### src/rtl/adaptive_binarization.sv
// Luminance binarizer with fixed / inverted / window / adaptive-mean thresholds.
// The adaptive mean of frame N becomes the threshold for frames after it.
module adaptive_binarization #(
  parameter int DATA_W = 8,
  parameter int CNT_W  = 21,
  parameter int TH_DEF = 220
) (
  input  logic              clk,
  input  logic              rst_n,
  input  logic              pre_vsync,
  input  logic              pre_href,
  input  logic              pre_de,
  input  logic [DATA_W-1:0] pre_data,
  input  logic [1:0]        cfg_mode,
  input  logic [DATA_W-1:0] cfg_th_lo,
  input  logic [DATA_W-1:0] cfg_th_hi,
  input  logic [DATA_W:0]   cfg_offset,
  output logic              post_vsync,
  output logic              post_href,
  output logic              post_de,
  output logic              monoc,
  output logic [DATA_W-1:0] th_active,
  output logic              th_valid
);
  localparam int SUM_W = DATA_W + CNT_W;
  localparam int DCW   = $clog2(SUM_W);

  typedef enum logic [1:0] {IDLE, ACC, DIV, DONE} state_t;

  state_t            state_q, state_d;
  logic              vsync_q, href_q, de_q, monoc_q, monoc_d;
  logic [1:0]        mode_q, mode_d;
  logic [DATA_W-1:0] th_hi_q, th_hi_d;
  logic [DATA_W:0]   offset_q, offset_d;
  logic [DATA_W-1:0] th_active_q, th_active_d;
  logic [DATA_W-1:0] th_store_q, th_store_d;
  logic              th_valid_q, th_valid_d;
  logic [SUM_W-1:0]  sum_q, sum_d;
  logic [CNT_W-1:0]  cnt_q, cnt_d;
  logic [SUM_W-1:0]  num_q, num_d;
  logic [DATA_W-1:0] quo_q, quo_d;
  logic [CNT_W-1:0]  rem_q, rem_d;
  logic [DCW-1:0]    div_cnt_q, div_cnt_d;

  logic frame_start, frame_end;
  logic acc_en, div_load, div_run, commit;
  logic [CNT_W:0]    rem_sh, rem_sub;
  logic              div_ge;
  logic signed [DATA_W+1:0] th_sum;

  assign frame_start = pre_vsync & ~vsync_q;
  assign frame_end   = ~pre_vsync & vsync_q;

  always_ff @(posedge clk or negedge rst_n) begin
    if (!rst_n) state_q <= IDLE;
    else        state_q <= state_d;
  end

  always_comb begin
    state_d = state_q;
    case (state_q)
      IDLE: if (frame_start) state_d = ACC;
      ACC:  if (frame_end) state_d = (cnt_q == '0) ? IDLE : DIV;
      DIV:  if (div_cnt_q == DCW'(SUM_W - 1)) state_d = DONE;
      DONE: state_d = IDLE;
      default: state_d = IDLE;
    endcase
    // a new frame always wins, aborting any division in flight
    if (frame_start) state_d = ACC;
  end

  always_comb begin
    acc_en   = 1'b0;
    div_load = 1'b0;
    div_run  = 1'b0;
    commit   = 1'b0;
    case (state_q)
      ACC:  begin acc_en = pre_de; div_load = frame_end; end
      DIV:  div_run = 1'b1;
      DONE: commit = 1'b1;
      default: ;
    endcase
  end

  assign rem_sh  = {rem_q, num_q[SUM_W-1]};
  assign rem_sub = rem_sh - {1'b0, cnt_q};
  assign div_ge  = rem_sh >= {1'b0, cnt_q};
  assign th_sum  = $signed({2'b00, quo_q}) + $signed({offset_q[DATA_W], offset_q});

  always_comb begin
    sum_d = sum_q;
    cnt_d = cnt_q;
    if (frame_start) begin
      sum_d = '0;
      cnt_d = '0;
    end else if (acc_en && cnt_q != '1) begin
      sum_d = sum_q + SUM_W'(pre_data);
      cnt_d = cnt_q + CNT_W'(1);
    end

    num_d     = num_q;
    quo_d     = quo_q;
    rem_d     = rem_q;
    div_cnt_d = div_cnt_q;
    if (div_load) begin
      num_d     = sum_q;
      quo_d     = '0;
      rem_d     = '0;
      div_cnt_d = '0;
    end else if (div_run) begin
      num_d     = num_q << 1;
      quo_d     = {quo_q[DATA_W-2:0], div_ge};
      rem_d     = div_ge ? rem_sub[CNT_W-1:0] : rem_sh[CNT_W-1:0];
      div_cnt_d = div_cnt_q + DCW'(1);
    end

    th_store_d = th_store_q;
    th_valid_d = th_valid_q;
    if (commit) begin
      th_valid_d = 1'b1;
      if (th_sum < 0)
        th_store_d = '0;
      else if (th_sum > $signed({2'b00, {DATA_W{1'b1}}}))
        th_store_d = '1;
      else
        th_store_d = th_sum[DATA_W-1:0];
    end

    mode_d      = mode_q;
    th_hi_d     = th_hi_q;
    offset_d    = offset_q;
    th_active_d = th_active_q;
    if (frame_start) begin
      mode_d      = cfg_mode;
      th_hi_d     = cfg_th_hi;
      offset_d    = cfg_offset;
      th_active_d = (cfg_mode == 2'b11 && th_valid_q) ? th_store_q : cfg_th_lo;
    end

    monoc_d = 1'b0;
    if (pre_de) begin
      case (mode_q)
        2'b00:   monoc_d = pre_data > th_active_q;
        2'b01:   monoc_d = pre_data <= th_active_q;
        2'b10:   monoc_d = (pre_data >= th_active_q) && (pre_data <= th_hi_q);
        default: monoc_d = pre_data > th_active_q;
      endcase
    end
  end

  always_ff @(posedge clk or negedge rst_n) begin
    if (!rst_n) begin
      vsync_q     <= 1'b0;
      href_q      <= 1'b0;
      de_q        <= 1'b0;
      monoc_q     <= 1'b0;
      mode_q      <= 2'b00;
      th_hi_q     <= '0;
      offset_q    <= '0;
      th_active_q <= DATA_W'(TH_DEF);
      th_store_q  <= DATA_W'(TH_DEF);
      th_valid_q  <= 1'b0;
      sum_q       <= '0;
      cnt_q       <= '0;
      num_q       <= '0;
      quo_q       <= '0;
      rem_q       <= '0;
      div_cnt_q   <= '0;
    end else begin
      vsync_q     <= pre_vsync;
      href_q      <= pre_href;
      de_q        <= pre_de;
      monoc_q     <= monoc_d;
      mode_q      <= mode_d;
      th_hi_q     <= th_hi_d;
      offset_q    <= offset_d;
      th_active_q <= th_active_d;
      th_store_q  <= th_store_d;
      th_valid_q  <= th_valid_d;
      sum_q       <= sum_d;
      cnt_q       <= cnt_d;
      num_q       <= num_d;
      quo_q       <= quo_d;
      rem_q       <= rem_d;
      div_cnt_q   <= div_cnt_d;
    end
  end

  assign post_vsync = vsync_q;
  assign post_href  = href_q;
  assign post_de    = de_q;
  assign monoc      = monoc_q;
  assign th_active  = th_active_q;
  assign th_valid   = th_valid_q;
endmodule

### config.mk
export PLATFORM = sky130hd
export DESIGN_NAME = adaptive_binarization
export DESIGN_NICKNAME = d
export VERILOG_FILES = /design/src/rtl/adaptive_binarization.sv
export SDC_FILE = /design/constraint.sdc
export NUM_CORES = 1
export LEC_CHECK = 0
export ABC_AREA = 1
export CORE_MARGIN = 5
export CORE_UTILIZATION = 55
export DETAILED_ROUTE_END_ITERATION = 16
export GPL_TIMING_DRIVEN = 0
export PLACE_DENSITY_LB_ADDON = 0.25
export SLEW_MARGIN = 15
export SYNTH_ARGS = -nofsm -noshare
export SYNTH_HDL_FRONTEND = slang
export SYNTH_SLANG_ARGS = --single-unit
### constraint.sdc
create_clock -name clk -period 4.25 [get_ports clk]
set_input_delay 0.6375 -clock clk [delete_from_list [all_inputs] [get_ports clk]]
set_output_delay 0.6375 -clock clk [all_outputs]
set_load 0.005 [all_outputs]
==> run summary <==
Internal power -> 3854 uW
CTS tree -> built
Number of synthesized flops with an enable pin -> 0
Vias per cell -> 5.613
Largest stage delay, worst path -> 0.62 ns
Clock share of power -> 20.4%
Asr flop ratio synth -> 100.0%
Worst EP required -> 4.60 ns
I/O Buffers -> 52
Psw -> 3085 uW
Final Util -> 62.79%
Clk_skew -> 0.01212 ns
Normalized max-slew margin -> 31.90%
Post-synth top area share -> 35.28%
Die ar. -> 0.02153 sq mm
Cell with the most instances after synthesis -> nand2_1
Worst Path Class, Setup -> in -> reg
Clock insertion delay at the later pin of the skew report -> 0.44 ns
CP max-delay cell -> buf_1
H-tree level count -> 4
Core ar. -> 0.01858 sq mm
Die width -> 146.7 um
First-pass GRT wire length -> 46.45 mm
Crit path cell chain -> clkdlybuf4s50_1 -> inv_1 -> ha_1 -> nand3_1 -> nand2_1 -> inv_2 -> buf_1 -> nand2_1 -> o211ai_1
Commonest cells in the netlist -> 472 x nand2_1, 201 x inv_1, 145 x dfrtp_1, 107 x nand3_1, 92 x nor2_1
Design Power -> 6939 uW
CP bufs+invs -> 4
Detailed Routing Iterations Pass 1 -> 7
Diodes inserted -> 0
Sum Neg Setup Slack -> 0 ns
Final Hold Fails -> 0
Sequential share of the synthesized area -> 37.83%
Initial antenna violation count -> 0
Top post-synthesis cells by area -> dfrtp_1 35%, nand2_1 17%, ha_1 7.4%
Sw frac -> 44.46%
RePlAce Congestion -> 0.9891
Hold-fix buffers, CTS -> 0
Synth Flop Type -> dfrtp_1
Cell family with most CP delay -> buffers and inverters
Residual DRC -> 0
YS warnings -> 0
Outcome -> completed
Largest net degree at the start of global routing -> 86
Area grow syn2layout -> 13.44%
Hold WS -> 0.2003 ns
CTS resizes -> 0
Nets -> 1621
Max Cap Violations -> 0
Power share of the combinational group -> 49.1%
Synthesized area -> 0.01028 sq mm
Clock sink total -> 155
Antenna-violating nets left -> 0
Crit path time final -> 2.781 ns
Element type at the critical path start -> input port
Peak VDD IR -> 0.0002935 V
Worst slew pin tran -> 1.012 ns
Clk buf depth -> 2
Post-CTS setup buffer count -> 0
Cell Pwr Density -> 594.8 mW/mm^2
Number of global-route vias before repair -> 9031
Routed wire length -> 29.08 mm
Synth cell types -> 41
Crit path DAT -> 3.13 ns
Final HPWL DP -> 21.96 mm
GR Util All Layers -> 27.01%
CP endpoint kind -> flip-flop
CP most frequent cell -> nand2_1
Die H -> 146.7 um
Clock Pin Slew Worst Setup and Hold Paths -> 0.06 ns
Global route total overflow -> 0
Layout cells sized above 1 -> 4.902%
Fill cell count -> 1658
Cts bufs inserted -> 17
Syn Inst Count -> 1445
Flops & latches, synth -> 155
DR WL/cell -> 16.49 um
Cell Rows -> 50
CP max FO -> 10
Hold Path Class -> in -> async
Num ports -> 53
Vias after detailed routing -> 9901
Fin crit share -> 65.44%
Sequential share of power -> 30.5%
Root buffer cell -> clkbuf_16
Syn Area/Cell -> 7.118 sq um
Synth area leader -> dfrtp_1
LEAKAGE -> 0.005735 uW
Post-synthesis net count -> 1549
Max Freq -> 0.3596 GHz
Initial core utilization -> 55.35%
DRT iter0 DRCs -> 978
Unrepaired setup endpoints after global routing -> false
Setup-failing EPs final -> 0
Final Max Tran Viols -> 0
-- flip-flops by register name, indices dropped and copies added, names as in the netlist, 2 cells and up --
name	cells
mode_q	2
num_q	29
th_hi_q	8
th_active	8
rem_q	21
offset_q	9
cnt_q	21
state_q	2
quo_q	8
th_store_q	8
div_cnt_q	5
sum_q	29
-- final cells by class --
cell class | count | area (sq um) | share of cell area, %
Multi-Input combinational cell | 1042 | 5424 | 46.49
Sequential cell | 155 | 3891 | 33.35
Inverter | 210 | 793.3 | 6.799
Timing Repair Buffer | 53 | 553.0 | 4.740
Clock buffer | 19 | 442.9 | 3.796
Tap cell | 234 | 292.8 | 2.509
Buffer | 38 | 176.4 | 1.512
Clock inverter | 13 | 93.84 | 0.8043
-- cells by family (layout without fill, tap and decap cells) --
group | count (synthesis) | after routing | share of synthesized area, %
AO/OA/AOI/OAI | 177 | 177 | 10.09
XOR/XNOR | 27 | 27 | 2.299
adder cells (fa/ha/maj) | 64 | 64 | 8.005
buffers and inverters | 248 | 333 | 9.428
flip-flops | 155 | 155 | 37.83
AND/OR/NAND/NOR | 774 | 774 | 32.35
-- metrics by stage --
step	setup slack [ns]	instances	cell area (sq um)
after floorplan	2.117	1445	10280
after global placement	-3.855	1731	11100
after detailed placement	1.059	1732	11130
after CTS	1.511	1764	11670
after global routing	1.371	1764	11670
final	1.469	1764	11670
-- per-layer routing --
layer | share of wire [%] | up-vias | GRT usage, %
met5 | 0 | - | 0
met4 | 2.2 | 0 | 8.325
met2 | 44 | 394 | 41.16
li1 | - | 4846 | -
met3 | 8.3 | 51 | 5.244
met1 | 45 | 4610 | 39.09
-- power groups by stage --
stage	clock network (uW)	registers, uW	logic, uW
global route	1490	2160	3870
floorplan	0	2050	2480
global placement	0	2130	3280
detailed placement	0	2120	3340
CTS	1430	2110	3360
finish	1420	2110	3410
-- worst paths after layout --
kind / from / end / slack (ns) / cells after the start
worst max-delay path: pre_vsync / num_q[25] / 1.47 / 9
worst min-delay path: rst_n / num_q[7] / 0.20 / 1
worst max register to register: cnt_q[0] / rem_q[2] / 1.64 / 13
worst min register to register: th_store_q[7] / th_store_q[7] / 0.48 / 2
max in group asynchronous: rst_n / th_active[7] / 3.20 / 2
min in group clk: th_store_q[7] / th_store_q[7] / 0.48 / 2
-- cell usage in the layout, fill, tap and decap left out, drive strengths merged, types with 4 or more instances in the layout --
cell,Yosys,layout
a21oi,39,39
buf,14,16
clkbuf,24,43
clkdlybuf4s50,0,51
clkinv,4,10
clkinvlp,0,4
dfrtp,145,145
dfstp,10,10
ha,61,61
inv,206,209
nand2,476,476
nand3,107,107
nand3b,23,23
nand4,36,36
nor2,93,93
nor3,26,26
nor4,6,6
o211ai,10,10
o21a,4,4
o21ai,88,88
o221ai,18,18
o22ai,8,8
o31ai,4,4
xnor2,17,17
xor2,10,10
Note: power is estimated with default switching activity, not from simulation.
